`config.mk`:
```
export PLATFORM = sky130hd
export DESIGN_NAME = bitrev_reorder_buf
export DESIGN_NICKNAME = d
export VERILOG_FILES = /design/src/rtl/bitrev_reorder_buf.sv
export SDC_FILE = /design/constraint.sdc
export NUM_CORES = 1
export LEC_CHECK = 0
export BUFFER_PORTS_ARGS = -buffer_cell sky130_fd_sc_hd__buf_4
export CORE_MARGIN = 2
export CORE_UTILIZATION = 59
export CTS_BUF_LIST = sky130_fd_sc_hd__clkbuf_8
export DETAILED_ROUTE_END_ITERATION = 8
export GPL_TIMING_DRIVEN = 0
export PLACE_DENSITY = 0.89
export SYNTH_ARGS = -nofsm -noshare
export SYNTH_HDL_FRONTEND = slang
export SYNTH_SLANG_ARGS = --single-unit
```
`constraint.sdc`:
```
create_clock -name clk -period 3 [get_ports clk]
set_input_delay 0 -clock clk [delete_from_list [all_inputs] [get_ports clk]]
set_output_delay 0 -clock clk [all_outputs]
set_load 0.005 [all_outputs]
```
`src/rtl/bitrev_reorder_buf.sv`:
```
`default_nettype none
// +--------------------------------------------------------------------------+
// | Module      : bitrev_reorder_buf (+ helper gen_shuffle_idx)               |
// | Description : Ping-pong reorder buffer. It accepts a bit-reversed FFT     |
// |               output stream and emits 2^N-sample frames in natural        |
// |               order, with valid/ready on both sides.                      |
// | Option      : BITREV_FRAME_CNT_EN adds a 16-bit completed-frame counter.  |
// | Revision    : 1.0  initial release                                        |
// +--------------------------------------------------------------------------+

// Constant table. shuffle_idx[k] is the N-bit bit reversal of k.
module gen_shuffle_idx #(
  parameter int N = 4
) (
  output logic [N-1:0] shuffle_idx [2**N]
);
  for (genvar k = 0; k < 2**N; k++) begin : g_idx
    for (genvar b = 0; b < N; b++) begin : g_bit
      // Bit b of the index is taken from bit N-1-b of k.
      assign shuffle_idx[k][b] = ((k >> (N - 1 - b)) & 1) != 0;
    end
  end
endmodule

module bitrev_reorder_buf #(
  parameter int N = 4,
  parameter int W = 16
) (
  input  logic         clk,
  input  logic         rst,
  input  logic         in_valid,
  output logic         in_ready,
  input  logic [W-1:0] in_re,
  input  logic [W-1:0] in_im,
  output logic         out_valid,
  input  logic         out_ready,
  output logic [W-1:0] out_re,
  output logic [W-1:0] out_im,
  output logic         out_first,
`ifdef BITREV_FRAME_CNT_EN
  output logic [15:0]  frame_cnt,
`endif
  output logic         out_last
);

  localparam logic [N-1:0] LAST_IDX = '1;

  logic [N-1:0]   shuffle_idx [2**N];
  logic [2*W-1:0] mem [2][2**N];

  logic [1:0]   bank_full;
  logic [1:0]   bank_full_nxt;
  logic         wbank;
  logic         rbank;
  logic [N-1:0] wcnt;
  logic [N-1:0] rcnt;

  logic wr_fire;
  logic wr_done;
  logic rd_adv;
  logic rd_done;

  gen_shuffle_idx #(.N(N)) u_shuffle (
    .shuffle_idx(shuffle_idx)
  );

  // A bank that is still waiting to be read blocks the writer. This depends
  // only on registered state and rst.
  assign in_ready = !rst && !bank_full[wbank];

  assign wr_fire = in_valid && in_ready;
  assign wr_done = wr_fire && (wcnt == LAST_IDX);
  assign rd_adv  = bank_full[rbank] && (!out_valid || out_ready);
  assign rd_done = rd_adv && (rcnt == LAST_IDX);

  // Merge fill and release. When both happen in one cycle they target
  // different banks.
  always_comb begin
    bank_full_nxt = bank_full;
    if (wr_done) bank_full_nxt[wbank] = 1'b1;
    if (rd_done) bank_full_nxt[rbank] = 1'b0;
  end

  // Sample storage. This block has no reset, so stale data is simply
  // overwritten by the next frame.
  always_ff @(posedge clk) begin
    if (wr_fire) mem[wbank][shuffle_idx[wcnt]] <= {in_re, in_im};
  end

  // Bank ownership and the write and read counters.
  always_ff @(posedge clk) begin
    if (rst) begin
      bank_full <= 2'b00;
      wbank     <= 1'b0;
      rbank     <= 1'b0;
      wcnt      <= '0;
      rcnt      <= '0;
    end else begin
      bank_full <= bank_full_nxt;
      if (wr_fire) begin
        wcnt <= wcnt + 1'b1;
        if (wr_done) wbank <= ~wbank;
      end
      if (rd_adv) begin
        rcnt <= rcnt + 1'b1;
        if (rd_done) rbank <= ~rbank;
      end
    end
  end

  // Registered output stage. It reloads on advance, empties when the
  // downstream takes the sample, and otherwise holds.
  always_ff @(posedge clk) begin
    if (rst) begin
      out_valid <= 1'b0;
      out_first <= 1'b0;
      out_last  <= 1'b0;
      out_re    <= '0;
      out_im    <= '0;
    end else if (rd_adv) begin
      {out_re, out_im} <= mem[rbank][rcnt];
      out_valid        <= 1'b1;
      out_first        <= (rcnt == '0);
      out_last         <= (rcnt == LAST_IDX);
    end else if (out_ready) begin
      out_valid <= 1'b0;
    end
  end

`ifdef BITREV_FRAME_CNT_EN
  // Count frames whose final sample the downstream has taken.
  always_ff @(posedge clk) begin
    if (rst) frame_cnt <= 16'd0;
    else if (out_valid && out_ready && out_last) frame_cnt <= frame_cnt + 16'd1;
  end
`endif

endmodule
`default_nettype wire

```
==> impl_metrics.py <==
metrics = {
    "place": {
        "dpl.hpwl_mm": 67.6,
        "place_congestion": 0.903,
        "pre_cts_ws_ps": -227,
        "portBuffers": 70,
        "place_area_sq_um": 43900,
        "dp_cells": 3247,
    },
    "sta": {
        "hold-worst-slack_ps": 164,
        "slew_headroom_pct": 19.3,
        "setup_ws_ps": -352,
        "skew_ps": 38.5,
        "finalSetupViolations": 8,
        "maxSlewViolCount": 0,
        "min_period_ps": 3350,
        "rsz0062_at_grt": "true",
        "worst_pin_slew_ps": 1210,
        "period_share_pct": 112,
        "hold_viol": 0,
        "max_freq_mhz": 298,
    },
    "final_layout": {
        "syn_to_final_growth_pct": 14.4,
        "final_common_cell": "edfxtp_1",
        "nNetsFinal": 2561,
        "finalInstanceArea_sq_um": 47300,
        "layout_common_cells": "edfxtp_1 (1024), mux2i_1 (378), a22oi_1 (174)",
        "drive_gt1_share_pct": 18.9,
        "instances_no_fill": 3574,
    },
    "detailed_routing": {
        "postRouteAntennaNets": 0,
        "drt_iter0_drc": 3828,
        "viasPerCell": 6.74,
        "vias": 24100,
        "routed_wl_mm": 112,
        "first_pass_iters": 6,
        "routedWlPerCell_um": 31.2,
        "drc_errors": 0,
    },
    "setup_path": {
        "crit_fanout": 10,
        "worstSetupEndpointType": "register",
        "worstSetupStartpointType": "register",
        "crit_type": "register to register",
        "crit_required_ps": 3640,
        "cp.arrival_ps": 4000,
    },
    "power": {
        "ir_worst_vdd_mv": 0.501,
        "p_leak_nw": 14.7,
        "power_density_nw_per_um2": 585,
    },
    "die": {
        "core_sq_um": 68900,
        "die_h_um": 269,
        "die_w_um": 269,
        "die-area_sq_um": 72100,
        "rows": 96,
        "ios": 72,
        "initial_utilization_pct": 59.9,
    },
    "clocking": {
        "cts.path.max_buffers": 3,
        "cts_tree": "yes",
        "cts_buffers": 154,
        "htreeDepth": 4,
        "path_clk_slew_ps": 70,
        "clkLatencyLatePin_ps": 820,
        "cts_root_buf": "clkbuf_8",
        "clock_sinks": 1072,
    },
    "job": {
        "drv_cap": 0,
    },
    "logic_synthesis": {
        "yosysTopAreaCell": "edfxtp_1",
        "syn_area_per_cell_sq_um": 18.6,
        "syn_inst": 2214,
        "synth_cell_types": 41,
        "ys_seq_area_share_pct": 76.8,
        "synth_area_leaders": "edfxtp_1 (74%), mux2i_1 (9.2%), mux4_2 (3.7%)",
        "syn_area_sq_um": 41300,
        "synth_seq_cells": 1072,
        "yosysWarnings": 0,
        "syn-num-nets": 2256,
        "synth_top_area_share_pct": 74.5,
    },
    "run_status": {
        "status": "finished, violations left",
        "violations": "setup timing",
    },
    "grt": {
        "grt_max_degree": 33,
        "antenna_found_initial": 6,
        "grt_remaining_overflow": 0,
        "grtUsageTotal_pct": 30.9,
        "grt_pass1_wl_mm": 158,
        "grt_pass1_vias": 24400,
    },
    "worst_hold_path": {
        "hold_path.class": "input port to register",
    },
}
## repair_timing
action                                   CTS  global route
pin swaps                                  4             7
buffers inserted                           4            11
endpoints found under the setup margin   599           663
gates resized for setup                    5             7
hold endpoints to repair                1038             0
hold buffers                              36             0
## critical path, stage by stage (launching register included)
cell	delay [ps]
dfxtp_1	380
buf_2	240
nor2b_1	220
buf_2	390
buf_2	370
clkbuf_1	420
a21oi_1	130
a311oi_1	860
a21oi_1	170
## per-stage QoR
stage | utilization (%) | setup TNS, ps | power (mW)
3_3_place_gp | 62.3 | -1530740 | 17.1
5_1_grt | 68.5 | -369 | 28.3
3_5_place_dp | 63.6 | -40370 | 17.2
4_1_cts | 68.4 | -68200 | 27.6
6_report | 68.5 | -661 | 27.6
2_1_floorplan | - | -150220 | 16.8
## flip-flops by register name (all words and copies together) (netlist names), named ones only
signal     count
mem         1024
out_first      1
rcnt           4
out_re        16
bank_full      2
out_valid      1
out_im        16
wcnt           4
rbank          1
out_last       1
wbank          1
## final timing paths
path / slack, ps / startpoint / endpoint / cells past startpoint
worst min register to register: 470 / out_first / out_first / 2
worst max register to register: -350 / rcnt[1] / out_im[10] / 8
worst min-delay path: 160 / in_im[11] / mem[0][107] / 2
worst max-delay path: -350 / rcnt[1] / out_im[10] / 8
## logic make-up after synthesis
logic type      count (synthesis)  synth area share, %
flops                        1072                 76.8
mux                           448                 12.9
compound gates                396                 6.23
simple gates                  145                 1.69
buf+inv                       140                 2.02
xor+xnor                        7                0.148
fa+ha+maj                       6                0.182
## synth_stat cells, drive strengths merged
master and count:
o22ai 5, inv 6, a311oi 12, and2 2, or3 1, nor3b 1, mux2 2, o221a 2
a311o 2, a21oi 138, nand2b 4, dfxtp 48, or2 3, a22o 20, mux2i 378, nand4bb 1
o21a 2, nand3b 2, or4 20, nor2b 2, nand2 48, mux4 68, edfxtp 1024, nor2 52
xnor2 4, nand4 2, xor2 3, nand3 3, nor4 2, a22oi 174, clkbuf 52, clkinv 2
o21ai 41, buf 80, or3b 2, ha 6
## final cells by class
cell class                 instances  area [sq um]
clock inverter                   108           482
timing repair buffer             153          1700
multi-input combinational       1002          9010
antenna                            2          5.00
buffer                           128           801
tap                              931          1160
sequential                      1072         31700
clock buffer                     170          2340
fill                            4056         21700
inverter                           8          30.0
## power breakdown
group | total (mW) | switching (mW) | internal [mW]
Sequential | 16.4 | 0.0132 | 16.4
Combinational | 0.481 | 0.369 | 0.113
Clock | 10.7 | 5.45 | 5.29
Total | 27.6 | 5.83 | 21.8
## routing by layer
metal	part of all wire [%]	track usage (%)
met1	33	38.7
met2	47	48.7
met3	13	8.73
met4	6.2	17.9
met5	0.012	0
Power figures use the tool's default switching activity.
